[config.mk]
export PLATFORM = sky130hd
export DESIGN_NAME = i2s_rx
export DESIGN_NICKNAME = d
export VERILOG_FILES = /design/src/rtl/i2s_pkg.sv /design/src/rtl/i2s_rx.sv
export SDC_FILE = /design/constraint.sdc
export NUM_CORES = 1
export LEC_CHECK = 0
export ABC_AREA = 1
export BUFFER_PORTS_ARGS = -buffer_cell sky130_fd_sc_hd__buf_2
export CAP_MARGIN = 15
export CORE_MARGIN = 2
export CORE_UTILIZATION = 53
export DETAILED_ROUTE_END_ITERATION = 16
export PLACE_DENSITY = 0.77
export SYNTH_ARGS = -nofsm -noshare
export SYNTH_HDL_FRONTEND = slang
export SYNTH_SLANG_ARGS = --single-unit
export TNS_END_PERCENT = 5
[constraint.sdc]
create_clock -name sclk -period 1.1 [get_ports sclk]
set_input_delay 0.165 -clock sclk [delete_from_list [all_inputs] [get_ports sclk]]
set_output_delay 0.165 -clock sclk [all_outputs]
set_load 0.02 [all_outputs]
[src/rtl/i2s_pkg.sv]
// Shared I2S definitions: default sample width, sample type and ws channel decoding.
package i2s_pkg;

  localparam int unsigned I2S_WIDTH = 16;

  typedef logic [I2S_WIDTH-1:0] sample_t;

  typedef enum logic {
    CH_LEFT  = 1'b0,
    CH_RIGHT = 1'b1
  } channel_e;

endpackage

[src/rtl/i2s_rx.sv]
// I2S serial-to-parallel receiver: assembles MSB-first words on sclk and holds the
// most recently completed left and right samples.
module i2s_rx
  import i2s_pkg::*;
#(
  parameter int unsigned WIDTH = I2S_WIDTH
) (
  input  logic             sclk,
  input  logic             rst,
  input  logic             ws,
  input  logic             sdata,
  output logic [WIDTH-1:0] left_chan,
  output logic [WIDTH-1:0] right_chan
);

  logic [WIDTH-1:0] sr_q, sr_d;
  logic [WIDTH-1:0] left_q, left_d;
  logic [WIDTH-1:0] right_q, right_d;
  logic             ws_d_q;
  channel_e         prev_ch;

  always_comb begin
    sr_d    = {sr_q[WIDTH-2:0], sdata};
    prev_ch = channel_e'(ws_d_q);
    left_d  = left_q;
    right_d = right_q;
    // A ws change marks the LSB edge of the word belonging to the previous channel.
    if (ws != ws_d_q) begin
      if (prev_ch == CH_LEFT) begin
        left_d = sr_d;
      end else begin
        right_d = sr_d;
      end
    end
  end

  always_ff @(posedge sclk) begin
    if (rst) begin
      sr_q    <= '0;
      ws_d_q  <= 1'b0;
      left_q  <= '0;
      right_q <= '0;
    end else begin
      sr_q    <= sr_d;
      ws_d_q  <= ws;
      left_q  <= left_d;
      right_q <= right_d;
    end
  end

  assign left_chan  = left_q;
  assign right_chan = right_q;

endmodule

==> results.tsv, run 1 <==
stage	metric	value	unit
setup_path	RR Endpoint	right_chan[5]	
routing	Detailed Route WL	3243	um
power	Comb pwr share	12.7	%
global_route	GR met2 Demand/Resource	35.19	%
synthesis	Mapped Cells	226	
synthesis	syn nets	230	
timing	Slew Limit Fails	0	
job	Max Cap Viol	0	
synthesis	Seq/Total Area, Yosys	54.43	%
global_route	GR Util All Layers	19.45	%
finish	post-layout util	66.61	%
power	Sequential Power Share	54.2	%
power	Overall Power	3415	uW
timing	Tightest Pin Transition	0.2650	ns
floorplanning	row cnt	20	
global_route	largest net degree at the start of global routing	33	
finish	most frequent cells in the layout	nor2_1, dfxtp_1, nand3_1, nand2_1, buf_2	
setup_path	CP bufs+invs	1	
global_route	first-pass GRT wire length	5409	um
floorplanning	width of the chip	61.72	um
synthesis	Synth cell types	11	
placed_design	port buffer count	35	
timing	Period Utilization, post-route	94.81	%
synthesis	Syn Area/Cell	7.812	um^2
global_route	met1 usage	22.29	%
setup_path	worst-path cell chain	buf_2	
finish	commonest non-fill, non-tap cell in the layout	nor2_1	
worst_hold_path	worst hold path cell count	3	
cts	H-Tree Level Count	2	
setup_path	r2r startpoint	prev_ch	
setup_path	critical path class	flop to output port	
finish	Area Growth Syn to Fin	17.08	%
setup_path	FF-to-FF path depth	4	
global_route	busiest grt layer	met2	
placed_design	final estimated routing congestion in global placement	0.8006	
finish	antenna cells	0	
routing	initial drt markers	39	
cts	clock-pin slew on the worst setup and hold paths	0.13	ns
floorplanning	io pins	36	
cts	clk sink count	48	
power	Worst VDD drop	988.0	uV
power	Psw	839.7	uW
global_route	routing usage on met3	5.590	%
synthesis	Mapped Area	0.001765	mm^2
timing	final setup fails	0	
finish	Register Area	964.7	um^2
cts	clock latency on the worst-skew pair	0.35	ns
cts	CTS Buf Count	5	
floorplanning	chip height	61.72	um
power	Clk pwr share	33.1	%
setup_path	CP delay by family, top	flip-flops	
global_route	initial antenna violation count	0	
timing	Setup Skew	0.01142	ns
placed_design	Final HPWL DP	2278	um
worst_hold_path	HP Start	sdata	
cts	CTS Hold Bufs	0	
timing	setup TNS	0	ns
timing	RSZ-0062 raised after global routing	false	
timing	Slew headroom	82.34	%
setup_path	slowest CP cell	dfxtp_1	
run_status	status	finished clean	
routing	WL per Instance	10.63	um
synthesis	Yosys reg bits	48	
setup_path	Slowest Stage Delay on Critical Path	0.37	ns
worst_hold_path	HP Class	input pin to flop	
routing	drt drc	0	
finish	# fillers	289	
routing	drt first pass iters	4	
floorplanning	die area	0.003809	mm^2
finish	Multi-input gate area	620.6	um^2
floorplanning	initial core utilization	56.90	%
timing	final hold vios	0	
worst_hold_path	Hold EP	sr_q[0]	
setup_path	crit start category	flop	
setup_path	Crit Path Max Fanout	2	
power	internal power	2575	uW
routing	Detail Route Antenna Nets	0	
cts	CTS tree	built	
global_route	vias in the first global route	1326	
setup_path	Crit path required time	0.94	ns
power	Leak	0.001011	uW
cts	Longest Clk Path Bufs	2	
setup_path	CP endpoint kind	output port	
power	sw frac	24.59	%
timing	min cycle time layout	1.043	ns
setup_path	reg2reg setup slack	0.06	ns
global_route	grt ovf	0	
finish	layout net count	264	
cts	clock root buffer	clkbuf_4	
floorplanning	Core Area	0.003103	mm^2
power	PwrDens	1652	mW/mm^2
routing	Via Count	1433	
finish	layout cells sized above 1	21.07	%
synthesis	synth warn	0	
timing	max frequency	0.9589	GHz
setup_path	critical path arrival	0.88	ns
routing	via/cell ratio	4.698	
-- flip-flops by register name, summed over array words and instances, names as in the netlist --
signal,cells
prev_ch,1
right_chan,16
sr_q,15
left_chan,16
-- per-layer routing --
layer	vias up	routed length [um]
met2	30	1701
met5	-	0
met4	0	23
li1	750	-
met1	649	1378
met3	4	140
-- per-stage QoR --
step	setup slack, ns	hold slack, ns	instance area, um^2	std cells
finish	0.05714	0.05919	2067	305
global route	0.003974	0.07853	2067	305
CTS	0.03164	0.04654	2052	305
detailed placement	0.04080	0.4212	1956	297
global placement	0.08820	0.4032	1956	297
floorplan	0.1654	0.3013	1765	226
-- cell families after synthesis --
family        count (synthesis)  share of synthesized area (%)
flops                        48                          54.43
buf+inv                      32                          10.42
simple gates                146                          35.15
-- worst max path at each step --
stage                          end          start  depth (start not counted)  slack, ns
finish               left_chan[15]  left_chan[15]                          1       0.06
global route         right_chan[9]  right_chan[9]                          1      0.004
CTS                   left_chan[8]   left_chan[8]                          1       0.03
detailed placement  right_chan[14]        prev_ch                          4       0.04
global placement     right_chan[1]        prev_ch                          4       0.09
floorplan           right_chan[10]        prev_ch                          6       0.17
-- synth_stat cells --
master,count,area [um^2]
nor2_1,80,300.3
nand2_1,32,120.1
nor2_8,2,40.04
buf_4,1,7.510
buf_6,4,45.04
inv_6,2,17.52
buf_2,7,35.03
buf_8,1,15.01
dfxtp_1,48,960.9
nand3_1,32,160.2
inv_1,17,63.81
-- layout make-up --
cell class / count / area share (%)
sequential: 48 / 46.67
multi-input combinational: 146 / 30.02
timing repair buffer: 40 / 12.11
inverter: 19 / 3.935
clock buffer: 7 / 3.148
tap: 44 / 2.663
clock inverter: 1 / 1.453
-- power groups by stage --
stage	combinational, uW	sequential, uW	clock [uW]
finish	433	1850	1130
floorplan	243	1970	0
detailed placement	428	1890	0
global route	485	1860	1220
global placement	422	1890	0
CTS	432	1850	1140
-- timing repair --
| item | 4_1_cts | 5_1_grt |
|---|---|---|
| pin swaps | 0 | 0 |
| gates resized for setup | 1 | 7 |
| endpoints found under the setup margin | 1 | 6 |
| buffers inserted | 0 | 0 |
| cloned | 0 | 0 |
Power figures use the tool's default switching activity.
==> run 2: changes to the inputs <==
--- a/config.mk
+++ b/config.mk
@@ -12,6 +12,7 @@
 export CORE_UTILIZATION = 53
 export DETAILED_ROUTE_END_ITERATION = 16
 export PLACE_DENSITY = 0.77
+export RECOVER_POWER = 25
 export SYNTH_ARGS = -nofsm -noshare
 export SYNTH_HDL_FRONTEND = slang
 export SYNTH_SLANG_ARGS = --single-unit
==> run 2 against run 1 <==
- maximum frequency increased by 0.33%
- first-iteration DRC count up 2.6%
- count of clock-buffer cells in the layout unchanged
- final cell count unchanged
- sequential share of layout area grew 0.14 points
- die area stayed put
==> results.tsv, run 2 (same netlist as run 1, synthesis figures left out) <==
stage	metric	value	unit	change
setup_path	Crit Path Max Fanout	17		+15
cts	Post-CTS Setup Bufs	0		unchanged
global_route	GR Util All Layers	19.45	%	unchanged
power	sw frac	24.50	%	-0.096 points
timing	Final WS setup	0.06053	ns	+0.003389 ns
floorplanning	die area	0.003809	mm^2	unchanged
setup_path	CP endpoint kind	flop		
setup_path	FF-to-FF path depth	4		unchanged
global_route	initial antenna violation count	0		unchanged
finish	commonest non-fill, non-tap cell in the layout	nor2_1		
cts	H-Tree Level Count	2		unchanged
placed_design	Final HPWL DP	2278	um	unchanged
setup_path	r2r startpoint	prev_ch		
setup_path	Crit path required time	1.38	ns	+0.44 ns
setup_path	reg2reg setup slack	0.06	ns	about the same
routing	initial drt markers	40		+2.6%
run_status	status	finished clean		
setup_path	worst setup path endpoint	right_chan[5]		
cts	clock root buffer	clkbuf_4		
job	Max Cap Viol	0		unchanged
routing	Via Count	1432		-0.070%
floorplanning	width of the chip	61.72	um	unchanged
setup_path	critical path arrival	1.32	ns	+0.44 ns
cts	CTS tree	built		
setup_path	crit start category	flop		
placed_design	port buffer count	35		unchanged
global_route	grt ovf	0		unchanged
timing	RSZ-0062 raised after global routing	false		
global_route	first-pass GRT wire length	5409	um	unchanged
floorplanning	Core Area	0.003103	mm^2	unchanged
power	Comb pwr share	12.6	%	about the same
timing	Setup Skew	0.01252	ns	+0.001099 ns
floorplanning	chip height	61.72	um	unchanged
global_route	largest net degree at the start of global routing	33		unchanged
floorplanning	row cnt	20		unchanged
finish	layout cells sized above 1	20.69	%	-0.38 points
setup_path	RR Endpoint	right_chan[5]		
placed_design	final estimated routing congestion in global placement	0.8006		unchanged
timing	final setup fails	0		unchanged
routing	Detailed Route WL	3213	um	-0.93%
placed_design	Place WS	0.04080	ns	unchanged
power	Clk pwr share	33.1	%	about the same
cts	CTS Buf Count	5		unchanged
power	Psw	834.7	uW	-0.60%
finish	most frequent cells in the layout	nor2_1, dfxtp_1, nand3_1, nand2_1, buf_2		
cts	CTS Hold Bufs	0		unchanged
finish	layout net count	264		unchanged
cts	number of gates resized after cts	1		unchanged
routing	WL per Instance	10.53	um	-0.93%
worst_hold_path	HP Class	input pin to flop		
setup_path	CP startpoint	prev_ch		
global_route	vias in the first global route	1326		unchanged
floorplanning	io pins	36		unchanged
timing	min cycle time layout	1.039	ns	-0.003389 ns
setup_path	critical path class	flop to flop		
timing	final hold vios	0		unchanged
power	Worst VDD drop	987.9	uV	about the same
timing	Slew headroom	55.25	%	-27 points
timing	max frequency	0.9620	GHz	+0.33%
cts	clock latency on the worst-skew pair	0.35	ns	about the same
timing	setup TNS	0	ns	unchanged
routing	drt first pass iters	4		unchanged
finish	antenna cells	0		unchanged
finish	Area Growth Syn to Fin	16.73	%	
power	Sequential Power Share	54.3	%	about the same
timing	Tightest Pin Transition	0.6713	ns	+0.4063 ns
power	PwrDens	1654	mW/mm^2	about the same
routing	drt drc	0		unchanged
floorplanning	initial core utilization	56.90	%	unchanged
power	internal power	2573	uW	about the same
power	Leak	0.001007	uW	-0.42%
routing	Detail Route Antenna Nets	0		unchanged
timing	Period Utilization, post-route	94.50	%	-0.31 points
routing	via/cell ratio	4.695		about the same
cts	Longest Clk Path Bufs	2		unchanged
timing	Slew Limit Fails	0		unchanged
cts	clock-pin slew on the worst setup and hold paths	0.13	ns	about the same
cts	clk sink count	48		unchanged
-- run 2: layer usage --
metal / track usage [%] / vias up / wire length [um]
met3: 5.590 / 4 / 140
met1: 22.29 / 650 / 1357
met2: 35.19 / 30 / 1690
met5: 0 / - / 0
li1: - / 748 / -
met4: 5.471 / 0 / 24
-- run 2: power by group through the flow --
| stage | Sequential [uW] | Combinational [uW] | Clock, uW |
|---|---|---|---|
| 2_1_floorplan | 1970 | 243 | 0 |
| 3_3_place_gp | 1890 | 422 | 0 |
| 3_5_place_dp | 1890 | 428 | 0 |
| 4_1_cts | 1850 | 432 | 1140 |
| 5_1_grt | 1860 | 482 | 1220 |
| 6_report | 1850 | 430 | 1130 |
-- run 2: worst max-delay path, stage by stage (launching register included) --
cell     delay [ns]
dfxtp_2        0.41
inv_4          0.11
nor2_8         0.22
nor2_1         0.09
nor2_1         0.13
-- run 2: how the worst min path moves through the flow --
stage | startpoint | endpoint | slack [ns] | cells after the start
floorplan | sdata | sr_q[0] | 0.30 | 2
global placement | sdata | sr_q[0] | 0.40 | 3
detailed placement | sdata | sr_q[0] | 0.42 | 3
CTS | sdata | sr_q[0] | 0.05 | 3
global route | sdata | sr_q[0] | 0.08 | 3
finish | sdata | sr_q[0] | 0.05 | 3
-- run 2: layout make-up --
| type | count | area, um^2 |
|---|---|---|
| clock buffers | 7 | 65.06 |
| clock inverters | 1 | 30.03 |
| multi-input cells | 146 | 620.6 |
| flip-flops and latches | 48 | 964.7 |
| inverters | 19 | 78.83 |
| fillers | 292 | 1042 |
| well taps | 44 | 55.05 |
| repair buffers | 40 | 246.5 |
-- run 2: per-stage QoR --
| step | util, % | cells | total power (uW) | hold slack, ns | instance area (um^2) |
|---|---|---|---|---|---|
| finish | 66.41 | 305 | 3408 | 0.05168 | 2061 |
| detailed placement | 63.02 | 297 | 2318 | 0.4212 | 1956 |
| floorplan | - | 226 | 2213 | 0.3013 | 1765 |
| global route | 66.41 | 305 | 3569 | 0.07853 | 2061 |
| global placement | 63.02 | 297 | 2309 | 0.4032 | 1956 |
| CTS | 66.13 | 305 | 3424 | 0.04654 | 2052 |
